## src/rtl/sev_seg_pkg.sv

```systemverilog
// Shared types and helpers for the dual seven-segment display scheduler.
//   state_t   : scheduler phase (blank/digit interleave)
//   DIGIT_W   : width of one hex operand
//   phase_len : terminal count (length - 1) of the phase for a given state
package sev_seg_pkg;

  typedef enum logic [1:0] {
    S_BLANK1 = 2'd0,
    S_DIG1   = 2'd1,
    S_BLANK2 = 2'd2,
    S_DIG2   = 2'd3
  } state_t;

  localparam int unsigned DIGIT_W = 4;

  // Phase lengths depend on module parameters, so they are passed in.
  function automatic int unsigned phase_len(input state_t s,
                                            input int unsigned digit_cycles,
                                            input int unsigned blank_cycles);
    case (s)
      S_DIG1, S_DIG2: return digit_cycles - 1;
      default:        return blank_cycles - 1;
    endcase
  endfunction

endpackage

```

## src/rtl/sev_seg_scheduler_phase_timer.sv

```systemverilog
// Phase timer: counts 0..len and flags the terminal count.
//   clk   : system clock
//   reset : synchronous active-high reset, counter to 0
//   clr   : synchronous clear, counter to 0
//   len   : terminal count for the current phase (phase length - 1)
//   done  : high while the counter sits on its terminal count
module phase_timer #(
  parameter int unsigned CNT_W = 1
) (
  input  logic             clk,
  input  logic             reset,
  input  logic             clr,
  input  logic [CNT_W-1:0] len,
  output logic             done
);

  logic [CNT_W-1:0] cnt;

  assign done = (cnt == len);

  // Wrapping on done keeps the counter from ever passing the terminal count,
  // even when len changes on a phase boundary.
  always_ff @(posedge clk) begin
    if (reset || clr || done) begin
      cnt <= '0;
    end else begin
      cnt <= cnt + 1'b1;
    end
  end

endmodule

```

## src/rtl/sev_seg_scheduler.sv

```systemverilog
// Time-multiplex scheduler for a dual seven-segment display.
// Sequence BLANK1 -> DIG1 -> BLANK2 -> DIG2, with a blank interval between
// the two digits; the operand for each digit is captured on phase entry.
//   clk        : system clock
//   reset      : synchronous active-high reset
//   en         : enable; low forces the display dark and restarts at BLANK1
//   onboard_sw : operand for digit 1
//   bboard_sw  : operand for digit 2
//   seg1sel    : digit 1 select (registered, active-high)
//   seg2sel    : digit 2 select (registered, active-high)
//   sw         : operand to the shared hex decoder (registered)
//   phase_tick : one-cycle pulse on the first cycle of each digit phase
module sev_seg_scheduler
  import sev_seg_pkg::*;
#(
  parameter int unsigned DIGIT_CYCLES = 100000,
  parameter int unsigned BLANK_CYCLES = 2000
) (
  input  logic               clk,
  input  logic               reset,
  input  logic               en,
  input  logic [DIGIT_W-1:0] onboard_sw,
  input  logic [DIGIT_W-1:0] bboard_sw,
  output logic               seg1sel,
  output logic               seg2sel,
  output logic [DIGIT_W-1:0] sw,
  output logic               phase_tick
);

  localparam int unsigned MAX_CYC = (DIGIT_CYCLES > BLANK_CYCLES) ? DIGIT_CYCLES
                                                                  : BLANK_CYCLES;
  localparam int unsigned CNT_W   = $clog2(MAX_CYC + 1);

  state_t             state, state_next;
  logic [CNT_W-1:0]   len;
  logic               done;
  logic               clr;
  logic               enter_dig1, enter_dig2;
  logic [DIGIT_W-1:0] sw_next;

  assign len = CNT_W'(phase_len(state, DIGIT_CYCLES, BLANK_CYCLES));
  assign clr = ~en;

  phase_timer #(
    .CNT_W (CNT_W)
  ) u_timer (
    .clk   (clk),
    .reset (reset),
    .clr   (clr),
    .len   (len),
    .done  (done)
  );

  always_comb begin
    state_next = state;
    case (state)
      S_BLANK1: if (done) state_next = S_DIG1;
      S_DIG1:   if (done) state_next = S_BLANK2;
      S_BLANK2: if (done) state_next = S_DIG2;
      S_DIG2:   if (done) state_next = S_BLANK1;
      default:  state_next = S_BLANK1;
    endcase
    if (!en) begin
      state_next = S_BLANK1;
    end

    enter_dig1 = (state_next == S_DIG1) && (state != S_DIG1);
    enter_dig2 = (state_next == S_DIG2) && (state != S_DIG2);

    sw_next = sw;
    if (enter_dig1) begin
      sw_next = onboard_sw;
    end else if (enter_dig2) begin
      sw_next = bboard_sw;
    end
  end

  // Outputs are registered from state_next so they line up with the state
  // register in the same cycle rather than lagging it by one.
  always_ff @(posedge clk) begin
    if (reset) begin
      state      <= S_BLANK1;
      seg1sel    <= 1'b0;
      seg2sel    <= 1'b0;
      sw         <= '0;
      phase_tick <= 1'b0;
    end else begin
      state      <= state_next;
      seg1sel    <= (state_next == S_DIG1);
      seg2sel    <= (state_next == S_DIG2);
      sw         <= sw_next;
      phase_tick <= enter_dig1 | enter_dig2;
    end
  end

endmodule

```

## config.mk

```make
export PLATFORM = sky130hd
export DESIGN_NAME = sev_seg_scheduler
export DESIGN_NICKNAME = d
export VERILOG_FILES = /design/src/rtl/sev_seg_pkg.sv /design/src/rtl/sev_seg_scheduler_phase_timer.sv /design/src/rtl/sev_seg_scheduler.sv
export SDC_FILE = /design/constraint.sdc
export NUM_CORES = 1
export LEC_CHECK = 0
export ABC_AREA = 1
export BUFFER_PORTS_ARGS = -buffer_cell sky130_fd_sc_hd__clkbuf_2
export CAP_MARGIN = 10
export CELL_PAD_IN_SITES_DETAIL_PLACEMENT = 1
export CELL_PAD_IN_SITES_GLOBAL_PLACEMENT = 1
export CORE_ASPECT_RATIO = 0.7
export CORE_MARGIN = 2
export CORE_UTILIZATION = 46
export CTS_BUF_LIST = sky130_fd_sc_hd__clkbuf_2 sky130_fd_sc_hd__clkbuf_4 sky130_fd_sc_hd__clkbuf_8
export DETAILED_ROUTE_END_ITERATION = 16
export HOLD_SLACK_MARGIN = 0.03
export PLACE_DENSITY_LB_ADDON = 0.1
export SETUP_SLACK_MARGIN = 0.4
export SYNTH_ARGS = -nofsm -noshare
export SYNTH_HDL_FRONTEND = slang
export SYNTH_SLANG_ARGS = --single-unit
```

## constraint.sdc

```tcl
create_clock -name clk -period 5 [get_ports clk]
set_input_delay 0.5 -clock clk [delete_from_list [all_inputs] [get_ports clk]]
set_output_delay 0.5 -clock clk [all_outputs]
set_load 0.005 [all_outputs]
```

After elaboration in Yosys (flattened, before gate mapping)
Cells that the tools add are included.
Widths: inputs -> output; s select.
- eq/ne operators: 8
- add/subtract/negate cells: 1
- multiplexer cells: 9
- bitwise logic cells: 2
- reductions and logical operators: 7
- operators by type and width (cell ; count):
    $add 17x1->17 const B ; 1
    $eq 17x17->1 ; 1
    $mux 17 ; 1
    $mux 2 ; 5
    $mux 4 ; 2
    $pmux 2 s4 ; 1
    $eq 2x2->1 const B ; 3
    $eq 2x1->1 const B ; 2
    $logic_and 1x1->1 ; 2
    $logic_not 2->1 ; 1
    $logic_or 1x1->1 ; 2
    $ne 2x1->1 const B ; 1
    $ne 2x2->1 const B ; 1
    $reduce_bool 2->1 ; 1
    $reduce_or 2->1 ; 1
    $not 1->1 ; 1
    $or 1x1->1 ; 1
- output and inout bits: 7
- register bits: 26
- input bits: 11

Logic depth before layout (Yosys ltp)
Gate-level depths: netlist of the first run.
- word-level depth: 11
- depth in mapped cells: 14
- mapped depth without buffers: 14

Modules after synthesis
Synthesis of the first run repeated with hierarchy kept, for this count alone.
- cells, all modules: 217
- area total of the unflattened synthesis: 1450.1 um2
- modules (own cells, without submodules) (module ; instances ; area each (um2) ; cells each ; sequential area each (um2)):
    phase_timer ; 1 ; 1066.0 ; 162 ; 340.3
    sev_seg_scheduler ; 1 ; 384.1 ; 55 ; 180.2

Worst setup path after synthesis of the first run
Ideal clock, no wire load.
- path type: register to register
- start point: register u_timer.cnt[0]
- end point: register u_timer.cnt[15]
- required time: 4.886 ns
- stages on the path, launching flop included: 10
- buffers on the path: 1
- arrival: 1.564 ns
- path slack: 3.322 ns
- setup time: 0.114 ns
- cell sequence: dfxtp_1 > ha_1 > nand2_1 > inv_1 > nand2_1 > nor3_2 > nand2_2 > o211ai_2 > buf_6 > nor2_1
- longest elaborated chain between the ends: 2
- elaborated cells between the ends (all ways): 3
- those cells by class: add/sub (1); eq/ne (1); reduce/logical (1)
- RTL lines (what ; RTL line ; text):
    from (decl) ; sev_seg_scheduler_phase_timer.sv:17 ; logic [CNT_W-1:0] cnt;
    from (signal assigned) ; sev_seg_scheduler_phase_timer.sv:27 ; cnt <= cnt + 1'b1;
    branches (longest 2 deep; another with $add 17x1->17) ; n/a ;
Parallel ways; which one is timed is not known.
A chain may end at the register's enable or synchronous reset.

Worst setup path after layout of the first run
- start point: register state[0]
- end point: register u_timer.cnt[16]
- longest elaborated chain between the ends: 5
- elaborated cells between the ends (all ways): 6
- those cells by class: eq/ne (3); mux (1); reduce/logical (2)
- RTL lines (what ; RTL line ; text):
    from (decl) ; sev_seg_scheduler.sv:34 ; state_t state, state_next;
    from (signal assigned) ; sev_seg_scheduler.sv:88 ; state <= state_next;
    $eq 2x2->1 / $eq 2x1->1 (equally long branches) ; sev_seg_pkg.sv:20 ; case (s)
    $reduce_or 2->1 * ; sev_seg_pkg.sv:20 ;
    $mux 17 * ; sev_seg_pkg.sv:20 ;
    $eq 17x17->1 * ; sev_seg_scheduler_phase_timer.sv:19 ; assign done = (cnt == len);
    $logic_or 1x1->1 * ; sev_seg_scheduler_phase_timer.sv:24 ; if (reset || clr || done) begin
Mark *: on every way between the ends. The rest lies on a longest branch, timed or not.

==> impl_metrics.py, run 1 <==
metrics = {
    "final_layout": {
        "instances_no_fill": 251,
        "fin_area_sq_um": 1590,
        "multiInputGateArea_sq_um": 738.2,
        "n_antenna_cell": 0,
        "fin_nets": 228,
        "fill_cells": 396,
        "layout-drive-gt1-share_pct": 16.28,
        "area_growth_pct": 11.39,
        "register_area_sq_um": 520.5,
    },
    "timing": {
        "slew-limit-headroom_pct": 46.25,
        "rsz0062_at_grt": "no",
        "hold_viol": 0,
        "setup_viol": 0,
        "worstMarginPinSlew_ns": 0.8039,
        "tns_ns": 0,
        "fin_hold_ws_ns": 0.3941,
        "period_share_pct": 43.84,
        "fmax_mhz": 456.2,
        "min_period_ns": 2.192,
        "slew_violations": 0,
        "skew_ns": 0.01430,
    },
    "place": {
        "portBuffers": 17,
        "routabilityCongestion": 0.8656,
        "place_inst": 247,
        "dp_hpwl_um": 2744,
        "post_dp_cell_area_sq_um": 1519,
    },
    "route": {
        "antenna_left": 0,
        "post_drt_wl_per_cell_um": 14.37,
        "drc": 0,
        "dr_total_vias": 1312,
        "dr.pass1.iters": 4,
        "initialDrtViolationCount": 59,
        "routed_via_density": 5.227,
        "drt_wl_total_um": 3606,
    },
    "synthesis": {
        "synthArstFlopShare_pct": 0,
        "synth_edf_count": 0,
        "ys_warn_count": 0,
        "avgSynthCellArea_sq_um": 7.210,
        "synth_xor_area_share_pct": 5.521,
        "netlist_instances": 198,
        "synth-simple-area-share_pct": 39.53,
        "synth_mux_area_share_pct": 0,
        "yosysUniqueCellTypes": 26,
        "yosys.area_share.adder_pct": 0.8764,
        "syn_area_sq_um": 1428,
        "syn-num-nets": 210,
        "synthFlopType": "dfxtp_1",
        "yosysSeqAreaShare_pct": 36.46,
        "synth-compound-area-share_pct": 5.784,
        "ys_ff_latch": 26,
        "synth_top_family_by_area": "simple AND/OR/NAND/NOR gates",
    },
    "worst_hold_path": {
        "holdPathEnd": "phase_tick",
        "hold_depth": 2,
        "worstHoldPathType": "in2reg",
        "min-delay-start": "reset",
    },
    "global_routing": {
        "track_usage_pct": 21.86,
        "grt_overflow": 0,
        "grt_pass1_vias": 1273,
        "grt_pass1_wl_um": 6030,
        "antenna_found_initial": 0,
        "grt_max_degree": 18,
    },
    "clock_network": {
        "postCtsHoldBufs": 0,
        "cts_max_level": 1,
        "cts_setup_buffers": 0,
        "post_cts_resized": 0,
        "clockBufferDepth": 2,
        "cts-root-buf": "clkbuf_8",
        "clock-sinks": 26,
        "path_clk_slew_ns": 0.10,
        "numCtsBuffers": 3,
        "cts_tree": "built",
        "clk_latency_ns": 0.28,
    },
    "pwr": {
        "peakVddDrop_v": 0.0001275,
        "sw_frac_of_total_pct": 20.14,
        "power.density_nw_per_um2": 251.3,
        "design_power_total_w": 0.0003996,
        "power_frac_comb_pct": 2.8,
        "p_int_w": 0.0003191,
        "leakage_nw": 0.7049,
        "clkPwrFrac_pct": 45.1,
        "power_frac_seq_pct": 52.1,
        "power.net_switching_w": 0.00008047,
    },
    "flow_run": {
        "max_cap_viol_count": 0,
    },
    "setup_path": {
        "r2r-start": "state[0]",
        "cp-end-kind": "flip-flop",
        "r2r_setup_slack_ns": 2.81,
        "cp_max_fo": 17,
        "start_kind": "flip-flop",
        "crit_required_ns": 5.14,
        "reg2reg_to": "u_timer.cnt[16]",
        "worstPathArrival_ns": 2.33,
        "worstSetupPathType": "reg2reg",
        "rr_worst_depth": 7,
    },
    "floorplanning": {
        "start_util_pct": 49.52,
        "die_h_um": 50.61,
        "rows": 16,
        "fp.dieW_um": 70.59,
        "design.core.area_sq_um": 2883,
        "ios": 18,
        "fp.dieArea_sq_um": 3572,
    },
    "status": {
        "outcome": "finished, final reports clean",
    },
}
[routing by layer]
| layer | part of all wire, % | global-route usage (%) |
|---|---|---|
| met5 | 0 | 0 |
| met4 | 2.2 | 7.233 |
| met3 | 5.1 | 6.225 |
| met2 | 44 | 34.12 |
| met1 | 49 | 29.22 |
[critical path, stage by stage, from the launching register on]
cell and delay (ns):
dfxtp_1 0.58, inv_4 0.15, nand2_1 0.12, nand3_1 0.10
nor3_2 0.18, nand2_2 0.13, o211ai_2 0.66, nor2_1 0.11
[worst max-delay path by stage]
stage | startpoint | to | slack (ns) | cells after the start
6_report | state[0] | u_timer.cnt[16] | 2.81 | 7
5_1_grt | u_timer.cnt[0] | u_timer.cnt[11] | 2.63 | 8
4_1_cts | state[0] | u_timer.cnt[13] | 2.83 | 7
3_5_place_dp | state[0] | u_timer.cnt[16] | 2.86 | 7
3_3_place_gp | u_timer.cnt[0] | u_timer.cnt[14] | 2.96 | 8
2_1_floorplan | u_timer.cnt[0] | u_timer.cnt[15] | 3.32 | 9
[synth_stat cells, types with 2 or more instances]
cell       count  share of area [%]
nor2_1        37                9.7
inv_1         31                8.2
nand4_1        5                2.2
buf_6          3                2.4
nor4_4         2                3.0
xor2_1         9                5.5
nor3_2         2                1.4
nand2_2        2               0.88
dfxtp_1       26                 36
nor3_1         5                1.8
nand2_1       40                 11
inv_2          2               0.53
nand3_1       11                3.9
nor3b_1        3                1.6
o2111ai_1      4                2.5
a21oi_1        5                1.8
o21ai_0        2               0.70
[power by group through the flow]
stage	combinational (W)	sequential, W	clock [W]
2_1_floorplan	0.00000677	0.000213	0
6_report	0.0000113	0.000208	0.000180
5_1_grt	0.0000128	0.000208	0.000191
3_5_place_dp	0.0000114	0.000213	0
3_3_place_gp	0.0000110	0.000213	0
4_1_cts	0.0000115	0.000208	0.000182
[registers in the layout (all words and copies together) (netlist names)]
register / flops
state: 2
seg1sel: 1
sw: 4
phase_tick: 1
u_timer.cnt: 17
seg2sel: 1
[metrics by stage]
step | setup slack [ns] | utilization, %
floorplan | 3.322 | -
global placement | 2.960 | 52.69
detailed placement | 2.865 | 52.69
CTS | 2.833 | 55.16
global route | 2.628 | 55.16
finish | 2.808 | 55.16
[cells by family (layout without fill, tap and decap cells)]
family          after synthesis  after routing
compound gates               12             12
xor+xnor                      9              9
fa+ha+maj                     1              1
buf+inv                      38             55
flops                        26             26
simple gates                112            112
[layout by cell type (no fill, tap or decap)]
cell,n
o2111ai_1,4
nand4_2,1
dfxtp_1,26
o211ai_2,1
nor3_2,2
inv_2,2
a21oi_1,5
nand2_2,2
bufinv_16,1
nand3_1,11
clkbuf_8,3
nand2_1,40
clkbuf_2,17
inv_1,31
nor3_1,5
xor2_1,9
nand4_4,1
nor4_1,1
o21ai_0,2
nor2_1,37
nor4_4,2
nand4_1,5
ha_1,1
or2_2,1
inv_4,1
nor2_8,1
nor3b_1,3
[area by class of cell]
type,count,share of cell area [%]
multi-input combinational,134,46.42
sequential,26,32.73
inverter,34,8.183
timing repair buffer,17,5.350
tap,36,2.832
clock buffer,3,2.596
clock inverter,1,1.888
No activity file was read; power rests on OpenSTA's default activity.
==> run 2, diff against run 1 <==
--- a/config.mk
+++ b/config.mk
@@ -12,7 +12,7 @@
 export CELL_PAD_IN_SITES_GLOBAL_PLACEMENT = 1
 export CORE_ASPECT_RATIO = 0.7
 export CORE_MARGIN = 2
-export CORE_UTILIZATION = 46
+export CORE_UTILIZATION = 43
 export CTS_BUF_LIST = sky130_fd_sc_hd__clkbuf_2 sky130_fd_sc_hd__clkbuf_4 sky130_fd_sc_hd__clkbuf_8
 export DETAILED_ROUTE_END_ITERATION = 16
 export HOLD_SLACK_MARGIN = 0.03
==> constraint.sdc (replaced) <==
create_clock -name clk -period 2.1 [get_ports clk]
set_input_delay 0.21 -clock clk [delete_from_list [all_inputs] [get_ports clk]]
set_output_delay 0.21 -clock clk [all_outputs]
set_load 0.005 [all_outputs]
==> run 2 against run 1 <==
Net effect: worst hold slack got worse by 0.27 ns; sequential power rose by 140%; highest routed layer unchanged; cell area rose by 20%; critical path type unchanged; worst setup slack worse by 2.6 ns; routed wire length is 39% higher; sequential cell count stayed put; combinational power grew to 4.1 times the previous value; global-route usage increased by 3.0 points.
==> impl_metrics.py, run 2 (synthesis gave the netlist of run 1 again) <==
metrics = {
    "status": {
        "outcome": "finished, final reports clean",
    },
    "timing": {
        "tns_ns": 0,
        "skew_ns": 0.009524,
        "worstMarginPinSlew_ns": 0.4057,
        "fin_hold_ws_ns": 0.1235,
        "period_share_pct": 90.14,
        "slew-limit-headroom_pct": 72.95,
        "fmax_mhz": 528.3,
        "setup_viol": 0,
        "rsz0062_at_grt": "yes",
        "min_period_ns": 1.893,
        "hold_viol": 0,
        "slew_violations": 0,
    },
    "global_routing": {
        "met3_usage_pct": 5.192,
        "grt_overflow": 0,
        "use_met1_pct": 32.23,
        "grt_pass1_wl_um": 7038,
        "antenna_found_initial": 0,
        "track_usage_pct": 24.84,
        "grt_max_degree": 18,
        "gr-max-usage-layer": "met2",
        "grt_pass1_vias": 1463,
        "use_met2_pct": 41.97,
    },
    "floorplanning": {
        "start_util_pct": 45.05,
        "die_h_um": 52.21,
        "ios": 18,
        "rows": 17,
        "fp.dieW_um": 72.87,
        "design.core.area_sq_um": 3169,
        "fp.dieArea_sq_um": 3805,
    },
    "clock_network": {
        "clockBufferDepth": 2,
        "cts_tree": "built",
        "path_clk_slew_ns": 0.10,
        "postCtsHoldBufs": 0,
        "clk_latency_ns": 0.28,
        "cts-root-buf": "clkbuf_8",
        "cts_max_level": 1,
        "numCtsBuffers": 3,
        "clock-sinks": 26,
    },
    "route": {
        "drc": 0,
        "post_drt_wl_per_cell_um": 18.36,
        "dr_total_vias": 1496,
        "routed_via_density": 5.480,
        "antenna_left": 0,
        "dr.pass1.iters": 4,
        "drt_wl_total_um": 5013,
        "initialDrtViolationCount": 84,
    },
    "setup_path": {
        "worstSetupPathType": "reg2reg",
        "cp_max_fo": 7,
        "cp-end-kind": "flip-flop",
        "crit_required_ns": 2.27,
        "worstPathArrival_ns": 2.07,
        "rr_worst_depth": 11,
        "start_kind": "flip-flop",
    },
    "final_layout": {
        "area_growth_pct": 33.65,
        "top_register": "u_timer.cnt",
        "layout-drive-gt1-share_pct": 38.30,
        "largest_reg_flops": 17,
        "largestRegisters": "u_timer.cnt x17, sw x4, state x2",
        "fin_nets": 248,
        "final_common_cell": "nand2_1",
        "mostFrequentLayoutCells": "33 x nand2_1, 29 x nor2_1, 28 x inv_1",
        "n_antenna_cell": 0,
    },
    "pwr": {
        "power.density_nw_per_um2": 461.4,
        "leakage_nw": 0.8422,
        "design_power_total_w": 0.0008804,
        "peakVddDrop_v": 0.0003391,
    },
    "place": {
        "routabilityCongestion": 0.8126,
        "portBuffers": 17,
        "dp_hpwl_um": 2839,
    },
    "worst_hold_path": {
        "worstHoldPathType": "in2reg",
        "hold_depth": 2,
    },
    "flow_run": {
        "max_cap_viol_count": 0,
    },
}
[run 2: cell types whose count changed in the layout (fill, tap and decap cells not counted), moves of 3 or more]
cell     previous run  this run
nand2_1            40        33
dfxtp_2             0         5
buf_6               0         3
nor2_1             37        29
nand3_1            11         8
dfxtp_1            26        19
nor2_2              0         7
nand2_2             2         7
buf_4               0        15
inv_1              31        28
nand3_2             0         3
[run 2: repair_timing]
action	CTS	global route
endpoints found under the setup margin	26	26
gates resized for setup	34	20
pin swaps	15	18
endpoints found under the hold margin	0	0
gates cloned	1	2
setup buffers	8	7
[run 2: report_power, final]
group / internal [W] / switching, W
clock: 0.000168 / 0.000172
sequential: 0.000492 / 0.00000226
combinational: 0.0000185 / 0.0000273
total: 0.000679 / 0.000201
[run 2: path summary, 6_finish.rpt]
kind,start,endpoint,slack (ns)
max,state[0],u_timer.cnt[14],0.21
min,reset,phase_tick,0.12
max reg2reg,state[0],u_timer.cnt[14],0.21
min reg2reg,u_timer.cnt[14],u_timer.cnt[14],0.53
[run 2: layout make-up]
class	instances	area, sq um
Fill cell	396	1261
Multi-Input combinational cell	135	897.1
Sequential cell	26	534.3
Timing Repair Buffer	36	236.5
Inverter	34	137.6
Clock buffer	4	55.05
Tap cell	38	47.55
[run 2: per-stage QoR]
stage	util (%)	worst slack (ns)	std cells	cell area, sq um
after floorplan	-	0.4217	198	1428
final	60.21	0.2071	273	1908
after global placement	48.48	0.2720	251	1536
after global routing	60.21	0.1842	273	1908
after CTS	56.22	0.3614	264	1782
after detailed placement	48.48	0.1153	251	1536
[run 2: per-layer routing]
metal | share of wire [%] | routed length (um) | vias to the layer above
met5 | 0 | 0 | -
met4 | 2.0 | 98 | 0
met1 | 45 | 2257 | 730
met3 | 5.6 | 279 | 16
met2 | 47 | 2376 | 46
li1 | - | - | 704
[run 2: worst max-delay path, cell delays in order (launching register included)]
cell and delay, ns:
dfxtp_4 0.39, inv_6 0.09, nand2_2 0.06, nand2_2 0.07, nand2_2 0.07, nor3_4 0.25, nand2_2 0.13, buf_4 0.17
o211ai_4 0.20, buf_4 0.16, buf_6 0.12, a21oi_1 0.05
